<file path="config.mk">
export PLATFORM = sky130hd
export DESIGN_NAME = itrx_aib_phy_rst_seq
export DESIGN_NICKNAME = d
export VERILOG_FILES = /design/src/rtl/itrx_aib_phy_rst_seq.sv
export SDC_FILE = /design/constraint.sdc
export NUM_CORES = 1
export LEC_CHECK = 0
export ABC_AREA = 1
export CORE_ASPECT_RATIO = 1.1
export CORE_MARGIN = 10
export CORE_UTILIZATION = 50
export DETAILED_ROUTE_END_ITERATION = 10
export GPL_ROUTABILITY_DRIVEN = 0
export PLACE_DENSITY = 0.69
export SLEW_MARGIN = 0
export SYNTH_ARGS = -nofsm -noshare
export SYNTH_HDL_FRONTEND = slang
export SYNTH_SLANG_ARGS = --single-unit
export TNS_END_PERCENT = 20
</file>
<file path="constraint.sdc">
create_clock -name clk -period 3.21 [get_ports clk]
set_input_delay 0.642 -clock clk [delete_from_list [all_inputs] [get_ports clk]]
set_output_delay 0.642 -clock clk [all_outputs]
set_load 0.02 [all_outputs]
</file>
<file path="src/rtl/itrx_aib_phy_rst_seq.sv">
// itrx_aib_phy_rst_seq
// Link reset sequencer for one AIB channel. It watches link presence and the
// remote PHY's reset handshakes, then releases adapt_rstn, rstn_in and
// adap_rstn_in in AIB order. It handles debounce, fixed release delays,
// handshake timeouts, link loss and software restart.
module itrx_aib_phy_rst_seq #(
    parameter int CNTW     = 16,
    parameter int DBNC_CYC = 16,
    parameter int PHY_DLY  = 8,
    parameter int ADAP_DLY = 8,
    parameter int TMO_CYC  = 1024
) (
    input  logic       clk,
    input  logic       rst,
    input  logic       enable,
    input  logic       ms_nsl,
    input  logic       restart,
    input  logic       por_out,
    input  logic       device_detect,
    input  logic       rstn_out,
    input  logic       adap_rstn_out,
    output logic       adapt_rstn,
    output logic       rstn_in,
    output logic       adap_rstn_in,
    output logic       link_up,
    output logic       seq_err,
    output logic [2:0] seq_state
);

    typedef enum logic [2:0] {
        ST_IDLE      = 3'd0,
        ST_WAIT_LINK = 3'd1,
        ST_PHY_RST   = 3'd2,
        ST_RSTN_REL  = 3'd3,
        ST_ADAP_DLY  = 3'd4,
        ST_ADAP_REL  = 3'd5,
        ST_LINK_UP   = 3'd6,
        ST_ERROR     = 3'd7
    } state_t;

    // Terminal counts: each wait ends on the cycle its counter shows N-1.
    localparam logic [CNTW-1:0] DBNC_LAST = CNTW'(DBNC_CYC - 1);
    localparam logic [CNTW-1:0] PHY_LAST  = CNTW'(PHY_DLY - 1);
    localparam logic [CNTW-1:0] ADAP_LAST = CNTW'(ADAP_DLY - 1);
    localparam logic [CNTW-1:0] TMO_LAST  = CNTW'(TMO_CYC - 1);
    localparam logic [CNTW-1:0] CNT_MAX   = {CNTW{1'b1}};

    logic [1:0] por_sync_q;
    logic [1:0] det_sync_q;
    logic [1:0] rstn_sync_q;
    logic [1:0] adap_sync_q;

    logic       por_out_s;
    logic       device_detect_s;
    logic       rstn_out_s;
    logic       adap_rstn_out_s;
    logic       lp;

    state_t          state_q, state_d;
    logic [CNTW-1:0] cnt_q, cnt_d;
    logic [CNTW-1:0] cnt_inc;
    logic            reenter;

    logic adapt_rstn_q;
    logic rstn_in_q;
    logic adap_rstn_in_q;
    logic link_up_q;
    logic seq_err_q;

    // Two-flop synchronisers for the asynchronous PHY status inputs.
    // NOTE: reset values are chosen so that a freshly reset sequencer reads
    // "no link, no remote release" (por_out high means power-on reset active).
    always_ff @(posedge clk) begin
        if (rst) begin
            por_sync_q  <= 2'b11;
            det_sync_q  <= 2'b00;
            rstn_sync_q <= 2'b00;
            adap_sync_q <= 2'b00;
        end else begin
            por_sync_q  <= {por_sync_q[0], por_out};
            det_sync_q  <= {det_sync_q[0], device_detect};
            rstn_sync_q <= {rstn_sync_q[0], rstn_out};
            adap_sync_q <= {adap_sync_q[0], adap_rstn_out};
        end
    end

    assign por_out_s       = por_sync_q[1];
    assign device_detect_s = det_sync_q[1];
    assign rstn_out_s      = rstn_sync_q[1];
    assign adap_rstn_out_s = adap_sync_q[1];

    // Master sees link presence as the PHY leaving power-on reset; slave uses detect.
    assign lp = ms_nsl ? ~por_out_s : device_detect_s;

    assign cnt_inc = (cnt_q == CNT_MAX) ? cnt_q : cnt_q + CNTW'(1);

    // Next-state and counter decode, in transition priority order.
    always_comb begin
        // NOTE: every variable gets a default before any branch so no path
        // leaves it unassigned and no latch is inferred.
        state_d = state_q;
        cnt_d   = cnt_inc;
        reenter = 1'b0;

        if (!enable) begin
            state_d = ST_IDLE;
        end else if (restart) begin
            state_d = ST_WAIT_LINK;
            reenter = 1'b1;
        end else if (!lp && (state_q inside {[ST_PHY_RST:ST_LINK_UP]})) begin
            state_d = ST_WAIT_LINK;
        end else begin
            case (state_q)
                ST_IDLE: state_d = ST_WAIT_LINK;
                ST_WAIT_LINK: begin
                    if (!lp)                     cnt_d   = '0;
                    else if (cnt_q == DBNC_LAST) state_d = ST_PHY_RST;
                end
                ST_PHY_RST: begin
                    if (cnt_q == PHY_LAST) state_d = ST_RSTN_REL;
                end
                ST_RSTN_REL: begin
                    if (rstn_out_s)             state_d = ST_ADAP_DLY;
                    else if (cnt_q == TMO_LAST) state_d = ST_ERROR;
                end
                ST_ADAP_DLY: begin
                    if (!rstn_out_s)             state_d = ST_WAIT_LINK;
                    else if (cnt_q == ADAP_LAST) state_d = ST_ADAP_REL;
                end
                ST_ADAP_REL: begin
                    if (!rstn_out_s)            state_d = ST_WAIT_LINK;
                    else if (adap_rstn_out_s)   state_d = ST_LINK_UP;
                    else if (cnt_q == TMO_LAST) state_d = ST_ERROR;
                end
                ST_LINK_UP: begin
                    if (!rstn_out_s || !adap_rstn_out_s) state_d = ST_WAIT_LINK;
                end
                ST_ERROR: state_d = ST_ERROR;
                default:  state_d = ST_IDLE;
            endcase
        end

        // Any state entry, including a restart back into WAIT_LINK, restarts the count.
        if (reenter || (state_d != state_q)) begin
            cnt_d = '0;
        end
    end

    // State, counter and outputs all load from the next-state decode on the same edge.
    // NOTE: sequential state uses non-blocking assignments only, so every flop
    // samples the pre-edge values regardless of statement order.
    always_ff @(posedge clk) begin
        if (rst) begin
            state_q        <= ST_IDLE;
            cnt_q          <= '0;
            adapt_rstn_q   <= 1'b0;
            rstn_in_q      <= 1'b0;
            adap_rstn_in_q <= 1'b0;
            link_up_q      <= 1'b0;
            seq_err_q      <= 1'b0;
        end else begin
            state_q        <= state_d;
            cnt_q          <= cnt_d;
            adapt_rstn_q   <= state_d inside {[ST_PHY_RST:ST_LINK_UP]};
            rstn_in_q      <= state_d inside {[ST_RSTN_REL:ST_LINK_UP]};
            adap_rstn_in_q <= state_d inside {ST_ADAP_REL, ST_LINK_UP};
            link_up_q      <= (state_d == ST_LINK_UP);
            seq_err_q      <= (state_d == ST_ERROR);
        end
    end

    assign adapt_rstn   = adapt_rstn_q;
    assign rstn_in      = rstn_in_q;
    assign adap_rstn_in = adap_rstn_in_q;
    assign link_up      = link_up_q;
    assign seq_err      = seq_err_q;
    assign seq_state    = state_q;

endmodule
</file>
== Yosys cells after proc, flatten, opt, wreduce, memory -nomap -nowiden ==
Cells that the tools add are included.
Word-level totals
  register bits after elaboration: 32
Operators by class
  reductions and logical operators: 12
  equality and inequality tests: 15
  $lt $le $gt $ge: 5
  add/subtract/negate cells: 1
  bitwise logic cells: 1
  mux-type cells: 23
Operator list (count)
  $mux 16: 6
  $mux 3: 13
  $pmux 3 s8: 1
  $eq 3x3->1 const B: 7
  $add 16x1->16 const B: 1
  $eq 16x10->1 const B: 1
  $eq 16x16->1 const B: 1
  $eq 16x3->1 const B: 1
  $eq 16x4->1 const B: 1
  $ge 3x2->1 const B: 3
  $eq 3x2->1 const B: 2
  $le 3x3->1 const B: 2
  $logic_and 1x1->1: 4
  $eq 3x1->1 const B: 1
  $logic_not 1->1: 3
  $logic_not 3->1: 1
  $mux 1: 3
  $ne 3x3->1: 1
  $logic_or 1x1->1: 2
  $reduce_bool 2->1: 1
  $reduce_or 2->1: 1
  $not 1->1: 1

== Depth between registers and ports, before layout ==
Gate-level depths: netlist of the first run.
  depth after elaboration: 11
  depth in mapped cells: 16
  mapped depth without buffers: 15

== Worst setup path after synthesis of the first run ==
No wires, ideal clock.
  path kind: input port to flip-flop
  from: input port ms_nsl
  to: register cnt_q[11]
  data arrival time: 1.758 ns
  stages on the path: 12
  path slack: 1.390 ns
  required time: 3.148 ns
  library setup time: 0.062 ns
  cells stage by stage: o21ai_1 > inv_1 > nand3_1 > nor2_1 > nor2_1 > nand3_2 > nand2_1 > nand2_1 > nand2_1 > nand2_4 > buf_12 > nor2_4
On the way
  word-level cells in the longest chain between the ends: 9
Ends and longest elaborated chain
  start: declaration: line 16  | input logic ms_nsl,
  $mux 1 *: line 93  | assign lp = ms_nsl ? ~por_out_s : device_detect_s;
  $mux 3 or $logic_not 1->1 (tied branches)
  $pmux 3 s8 or $logic_and 1x1->1 (tied branches): line 113, 110
  $mux 3: line 110  | end else if (!lp && (state_q inside {[ST_PHY_RST:ST_LINK_UP]})) begin
  $mux 3: line 107  | end else if (restart) begin
  $mux 3: line 105  | if (!enable) begin
  $ne 3x3->1: line 144  | if (reenter || (state_d != state_q)) begin
  $logic_or 1x1->1: line 144
  $reduce_or 2->1 (no source line)
  end signal: assignment: line 163  | cnt_q <= cnt_d;
  end: declaration: line 60  | logic [CNTW-1:0] cnt_q, cnt_d;
Mark *: on every way between the ends. The rest lies on a longest branch, timed or not.
A chain may end at the register's enable or synchronous reset.

== Final worst setup path of the first run ==
  from: register state_q[2], in the netlist seq_state[2]
  to: output port seq_state[2]
RTL lines
  start: declaration: line 59  | state_t state_q, state_d;
  start signal: assignment: line 162  | state_q <= state_d;
  end: declaration: line 27  | output logic [2:0] seq_state
No word-level cell between the ends.

==> results of run 1 <==
path summary, 6_finish.rpt:
check	startpoint	endpoint	slack [ps]
worst max-delay path	seq_state[2]$_SDFF_PP0_	seq_state[2]	990
worst max register to register	cnt_q[0]$_SDFF_PP0_	cnt_q[4]$_SDFF_PP0_	1130
worst min-delay path	adap_sync_q[0]$_SDFF_PP0_	adap_sync_q[1]$_SDFF_PP0_	390
worst min register to register	adap_sync_q[0]$_SDFF_PP0_	adap_sync_q[1]$_SDFF_PP0_	390
power breakdown:
group	total, mW	switching (mW)	internal, mW	leakage (nW)
registers	0.409	0.00534	0.404	0.260
clock network	0.237	0.129	0.108	0.0326
logic	0.0530	0.0310	0.0220	0.584
state kept, by name, indices dropped and copies added (netlist names):
signal and flops:
cnt_q 16, seq_state 3, adap_sync_q 2, det_sync_q 2, por_sync_q 2, rstn_sync_q 2
adap_rstn_in 1, adapt_rstn 1, link_up 1, rstn_in 1, seq_err 1
kinds of logic after synthesis:
| logic type | Yosys count | share of synthesized area [%] |
|---|---|---|
| flops | 32 | 36.4 |
| simple gates | 137 | 42.3 |
| fa+ha+maj | 1 | 0.711 |
| xor+xnor | 6 | 2.99 |
| mux | 1 | 0.569 |
| buf+inv | 42 | 10.5 |
| compound gates | 19 | 6.47 |
cell type report:
| cell class | count | area [sq um] | area share, % |
|---|---|---|---|
| Multi-Input combinational cell | 164 | 933 | 46.8 |
| Clock buffer | 8 | 58.8 | 2.95 |
| Inverter | 38 | 143 | 7.15 |
| Sequential cell | 32 | 641 | 32.1 |
| Timing Repair Buffer | 16 | 160 | 8.03 |
| Tap cell | 48 | 60.1 | 3.01 |
cells in the mapped netlist (all sizes together):
cell,count
xor2,3
o21bai,1
xnor2,3
o211ai,1
a21o,1
nand3b,2
and3,1
mux2i,1
o21ai,12
or2,2
nor3,5
nand4,3
inv,38
ha,1
dfxtp,32
buf,3
nand2,45
nor4,1
o221ai,1
clkbuf,1
nand3,21
nor2,57
a21oi,3
layer usage:
layer | share of wire (%) | up-vias | GRT usage (%)
li1 | - | 778 | -
met5 | 0 | - | 0
met3 | 4.9 | 2 | 3.67
met1 | 50 | 655 | 15.1
met2 | 45 | 27 | 17.0
met4 | 0.58 | 0 | 4.46
metrics by stage:
| step | cell area [sq um] | power, mW | util [%] |
|---|---|---|---|
| 2_1_floorplan | 1760 | 0.457 | - |
| 3_3_place_gp | 1940 | 0.471 | 57.7 |
| 3_5_place_dp | 1940 | 0.472 | 57.7 |
| 4_1_cts | 2000 | 0.711 | 59.4 |
| 5_1_grt | 2000 | 0.733 | 59.4 |
| 6_report | 2000 | 0.699 | 59.4 |
==> flow_results.org, run 1 <==
** Timing
- Setup repair after global routing left no endpoint under its margin.
- Endpoints failing hold :: 0
- At the pin with the least slew margin, the transition time is 456 ps.
- Across all hold checks on the routed design, the worst slack comes to 392 ps.
- Fraction of the cycle the final worst path needs :: 69.1%
- Max Slew Vio Count :: 0
- Setup violators final :: 0
- Timing would allow up to 451 MHz.
- Setup total negative slack on the finished layout was measured at 0 ps.
- The clock period could shrink to 2220 ps.
- On the final layout, the worst clock skew is 11.5 ps.
- After layout, the worst setup slack is 990 ps.
- Remaining max-slew budget at the tightest pin :: 69.5%

** Routing
- The final layout contains routed wiring with a total length of 3.30 mm.
- Detailed routing inserted a total of 1462 vias.
- For this run, the detailed router's first-pass iteration total came to 4.
- Routed wire per std cell :: 10.8 microns
- In the routed layout, each cell is associated on average with a via count of 4.78.
- For this run, design rule violations remaining after detail routing come to 0.
- After the first detailed-routing iteration, the DRC count stood at 72.
- The detail route stage leaves a number of antenna-violating nets equal to 0.

** Setup path
- In this design, the stage delay of the slowest critical-path cell is 690 ps.
- The largest individual stage delay along the critical path comes from the cell sky130_fd_sc_hd__clkdlybuf4s50_1.
- Largest fanout on the critical path :: 10
- The worst setup path is launched from a flop.
- STA puts the critical path data required time at 2570 ps.
- The worst setup path is of the flop to output pin kind.
- Counting both buffers and inverters, the worst setup path holds a total of 1.
- Cell type group with the largest total delay on the critical path :: buffers and inverters
- Critical Path, Cell by Cell :: clkdlybuf4s50_1
- Type of element capturing the critical path :: output pin
- The worst register-to-register path has a depth of 14.
- STA puts the critical path data arrival time at 1580 ps.
- In this run the number of cells on the critical path is 1.

** Floorplanning
- Die height :: 82.2 microns
- Die Footprint :: 0.00629 sq mm
- Measured along the x axis, the die boundary spans 76.6 microns.
- In this run the count of I/O pins placed on the die edge is 17.
- Starting Density :: 52.4%
- In this run the standard cell core region covers 0.00336 sq mm.
- The floorplan has 22 rows.

** Final layout
- Leaving out fill and tap cells, the most frequent cell in the layout is sky130_fd_sc_hd__nor2_1.
- Counting the fill cells in the layout gives 343.
- Antenna diode count :: 0
- Area grow syn2layout :: 13.4%
- Final Net Count :: 267
- Final Non-Filler Cells :: 306
- Top library cells by usage in the layout, fill and taps aside :: sky130_fd_sc_hd__nor2_1 (43), sky130_fd_sc_hd__nand2_1 (33), sky130_fd_sc_hd__inv_1 (33)
- Share of cells above drive strength 1 :: 17.8%

** Yosys
- Most area-hungry cell type in the Yosys netlist :: sky130_fd_sc_hd__dfxtp_1
- Seq cells post-synth :: 32
- Yosys printed 0 warnings.
- After synthesis, the cell types taking the most area are sky130_fd_sc_hd__dfxtp_1 (36%), sky130_fd_sc_hd__nor2_1 (9.2%), sky130_fd_sc_hd__nor2_4 (7.7%).
- The number of nets handed over by synthesis was 248.
- The share of the Yosys chip area taken by registers is 36.4%.
- Mapped Cells :: 238
- Synth Cell Area :: 0.00176 sq mm
- The synthesized design devotes to its leading area cell type 36.4% of total area.
- The average instance in the mapped netlist occupies 7.39 sq um.
- Post-synthesis cell type count :: 35

** CTS
- No sink is reached through more buffers than the 2 on the longest clock path.
- # resized after CTS :: 0
- For this design, the sink count on the clock tree is 32.
- The number of hold buffers added after CTS was 0.
- CTS buffer count :: 5
- H-Tree Level Count :: 2
- CTS clk-pin slew, worst paths :: 100 ps
- Clock tree from TritonCTS :: yes
- The number of setup buffers added after CTS is 0.
- Clock tree synthesis selected as its root buffer the cell sky130_fd_sc_hd__clkbuf_4.
- Clock latency on the worst-skew pair, taken at its later pin, is 320 ps.

** GRT
- Number of global-route vias before repair :: 1415
- Largest net degree at the start of global routing :: 17
- First-pass GRT wire length :: 6.04 mm
- Total congestion overflow after global routing :: 0
- Initial antenna violation count :: 0
- Global routing used 11.4% of the available tracks.

** Power
- IR analysis of the VDD net gives a maximum drop of 0.237 mV.
- Pleak :: 0.877 nW
- Pwr per Cell Area :: 350 mW/mm^2

** Placed design
- The number of placed instances, taps included, is 298.
- Number of input and output port buffers inserted :: 16
- Prior to clock tree synthesis, the placed netlist has a worst setup slack of 717 ps.
- HPWL after DPL :: 2.66 mm

** Hold path
- In this run the worst hold path is classified as flop to flop.
- Number of cells on the worst hold path :: 2

** Run status
- The flow ran to the end, and the final reports show no timing, DRC or antenna violations.

** Flow run
- Number of maximum-capacitance violations :: 0
Note: power is estimated with default switching activity, not from simulation.
==> inputs of run 2 (changes only) <==
Settings changed: PLACE_DENSITY 0.69 to 0.72.
Clock period 3.21 ns to 2 ns, I/O delays scaled along.
==> flow_results.org, run 2 (synthesized netlist as in run 1, its figures left out) <==
** Final layout
- Top reg by flops :: cnt_q (unchanged)
- Storage element area :: 648 sq um (was 641 sq um)
- Share of cells above drive strength 1 :: 27.3% (was 17.8%)
- Filler instances :: 300 (was 343)
- The flip-flop count of the largest register after layout is 16 (unchanged).
- The footprint of the multi-input gates was 996 sq um (was 933 sq um).
- Top library cells by usage in the layout, fill and taps aside: sky130_fd_sc_hd__nor2_1 (41), sky130_fd_sc_hd__inv_1 (32), sky130_fd_sc_hd__nand2_1 (30) (was sky130_fd_sc_hd__nor2_1 (43), sky130_fd_sc_hd__nand2_1 (33), sky130_fd_sc_hd__inv_1 (33)).
- Final Net Count :: 284 (was 267)
- Final Non-Filler Cells :: 323 (was 306)
- The diode insertion count for antenna repair came to 0 (unchanged).
- Leading cell type in the layout, fill and taps excluded :: sky130_fd_sc_hd__nor2_1 (unchanged)
- The growth of design area from synthesis to finish came to 24.3% (was 13.4%).

** Timing
- The number of endpoints failing setup at the final stage was 0 (unchanged).
- Counting I/O delays and the setup requirement, the final critical path takes 1890 ps.
- Max Slew Vio Count :: 0 (unchanged)
- The worst-margin pin slew came to 338 ps (was 456 ps).
- Clk_skew :: 9.15 ps (was 11.5 ps)
- Setup repair after global routing missed its margin: false (unchanged).
- Remaining max-slew budget at the tightest pin :: 77.2% (was 69.5%)
- Based on the critical path, the design can be clocked at up to 530 MHz.
- The final critical path takes up 94.3% of the cycle.
- Endpoints failing hold :: 0 (unchanged)

** Routing
- DRC violations left :: 0 (unchanged)
- Via-per-instance ratio :: 4.78 (about the same)
- Iter 0 DRT Violations :: 88 (was 72)
- Routed wire per std cell :: 11.8 microns (was 10.8 microns)
- First-pass iteration count of the detailed router :: 5 (was 4)
- ANT nets after route :: 0 (unchanged)
- The routed wire length came to 3.81 mm (was 3.30 mm).
- Vias after detailed routing :: 1543 (was 1462)

** Setup path
- Critical Path, Cell by Cell :: buf_4 -> clkdlybuf4s50_1 (was clkdlybuf4s50_1)
- The delay of the slowest critical-path stage came to 590 ps (was 690 ps).
- Critical Path RT :: 1600 ps (was 2570 ps)
- The launching element type of the critical path is a flop (unchanged).
- Class of the most critical setup path :: flop to output pin (unchanged)
- The worst reg-to-reg path cell count was 15 (was 14).
- The critical path data arrival time came to 1490 ps (was 1580 ps).
- Largest fanout on the critical path :: 9 (was 10)
- The critical-path cell with the highest stage delay is sky130_fd_sc_hd__clkdlybuf4s50_1 (unchanged).
- The type of element capturing the critical path was an output pin (unchanged).

** Power
- Pleak :: 0.968 nW (was 0.877 nW)
- The combinational group share of total power came to 9.9% (was 7.6%).
- The power spent charging and discharging nets came to 0.283 mW (was 0.165 mW).
- Maximum VDD drop :: 0.340 mV (was 0.237 mV)
- Pwr per Cell Area :: 529 mW/mm^2 (was 350 mW/mm^2)
- The internal power is 0.873 mW (was 0.534 mW).
- Clock network power share :: 33.5% (was 33.9%)
- Part of the power in registers :: 56.5% (was 58.5%)
- Final total power :: 1.16 mW (was 0.699 mW)
- The switching share of total power was 24.5% (was 23.6%).

** Floorplanning
- The initial core utilization was 52.4% (unchanged).
- Placement row count :: 22 (unchanged)
- Core outline area :: 0.00336 sq mm (unchanged)
- Die width :: 76.6 microns (unchanged)
- Die height :: 82.2 microns (unchanged)
- Ports placed on the boundary :: 17 (unchanged)
- The area of the die was 0.00629 sq mm (unchanged).

** CTS
- CTS Hold Buffers Added :: 0 (unchanged)
- The insertion delay to the later sink of the worst-skew pair came to 330 ps (was 320 ps).
- The depth of the CTS H-tree came to 2 (unchanged).
- The CTS clock-pin slew for the worst setup and hold paths was 100 ps (about the same).
- The total number of clock tree sinks came to 32 (unchanged).
- The TritonCTS clock tree was yes (unchanged).
- The maximum count of clock buffers along a single path was 2 (unchanged).
- Cell at the root of the clock tree :: sky130_fd_sc_hd__clkbuf_4 (unchanged)
- CTS buffer count :: 5 (unchanged)

** Flow run
- Number of maximum-capacitance violations :: 0 (unchanged)

** Placed design
- The placed instance count is 311 (was 298).
- The half-perimeter wire length after placement came to 2.77 mm (was 2.66 mm).
- The count of input and output buffers came to 16 (unchanged).

** Hold path
- Hold crit path type :: flop to flop (unchanged)
- Number of cells on the worst hold path :: 2 (unchanged)

** GRT
- The total global routing overflow came to 0 (unchanged).
- The number of antenna violations at the first check in global routing is 0 (unchanged).
- The pin count of the biggest net entering global routing was 17 (unchanged).
- First-pass GRT wire length :: 6.28 mm (was 6.04 mm)
- The total global routing track utilization was 12.2% (was 11.4%).
- Number of global-route vias before repair :: 1474 (was 1415)

** Run status
- Run status :: complete, no violations (unchanged)
[run 2: cell count changes in the layout (fill, tap and decap cells not counted), sizes merged]
cell   delta
buf      +16
nand2     +1
[run 2: timing repair]
action                                  4_1_cts  5_1_grt
endpoints found under the setup margin        2       20
gates resized for setup                       2       16
buffers inserted                              0        3
cloned                                        0        1
pin swaps                                     0        4
[run 2: metrics by stage]
stage / TNS, ps / utilization (%) / hold slack [ps] / setup WS, ps / area [sq um]
final: 0 / 65.1 / 409 / 114 / 2190
after global routing: 0 / 65.1 / 418 / 2.65 / 2190
after CTS: 0 / 62.6 / 413 / 44.6 / 2100
after detailed placement: -2610 / 60.6 / 399 / -187 / 2030
after global placement: -1670 / 60.6 / 389 / -116 / 2030
after floorplan: 0 / - / 388 / 226 / 1760
[run 2: final cells by class]
class	count	share of cell area (%)
multi-input cells	165	45.6
well taps	48	2.75
repair buffers	32	12.8
clock buffers	8	2.69
inverters	38	6.53
flip-flops and latches	32	29.7
[run 2: critical path, delay by kind of cell, from the launching register on]
kind / cells / cell delay (ps)
buf+inv: 2 / 720
flops: 1 / 430
[run 2: power groups by stage]
stage               combinational, mW  sequential, mW  clock [mW]
floorplan                      0.0653           0.668           0
global placement               0.0992           0.668           0
detailed placement              0.100           0.668           0
CTS                             0.102           0.654       0.397
global route                    0.125           0.655       0.428
finish                          0.115           0.654       0.388
[run 2: worst paths after layout]
path	startpoint	endpoint	slack (ps)
worst max-delay path	seq_state[2]$_SDFF_PP0_	seq_state[2]	110
worst max register to register	cnt_q[0]$_SDFF_PP0_	cnt_q[6]$_SDFF_PP0_	120
worst min register to register	det_sync_q[0]$_SDFF_PP0_	det_sync_q[1]$_SDFF_PP0_	410
worst min-delay path	det_sync_q[0]$_SDFF_PP0_	det_sync_q[1]$_SDFF_PP0_	410
[run 2: layer usage]
layer / GRT usage [%] / share of wire (%) / vias to the layer above
met2: 19.9 / 49 / 25
met5: 0 / 0 / -
met1: 14.4 / 45 / 693
li1: - / - / 817
met3: 3.46 / 3.6 / 8
met4: 6.69 / 2.0 / 0
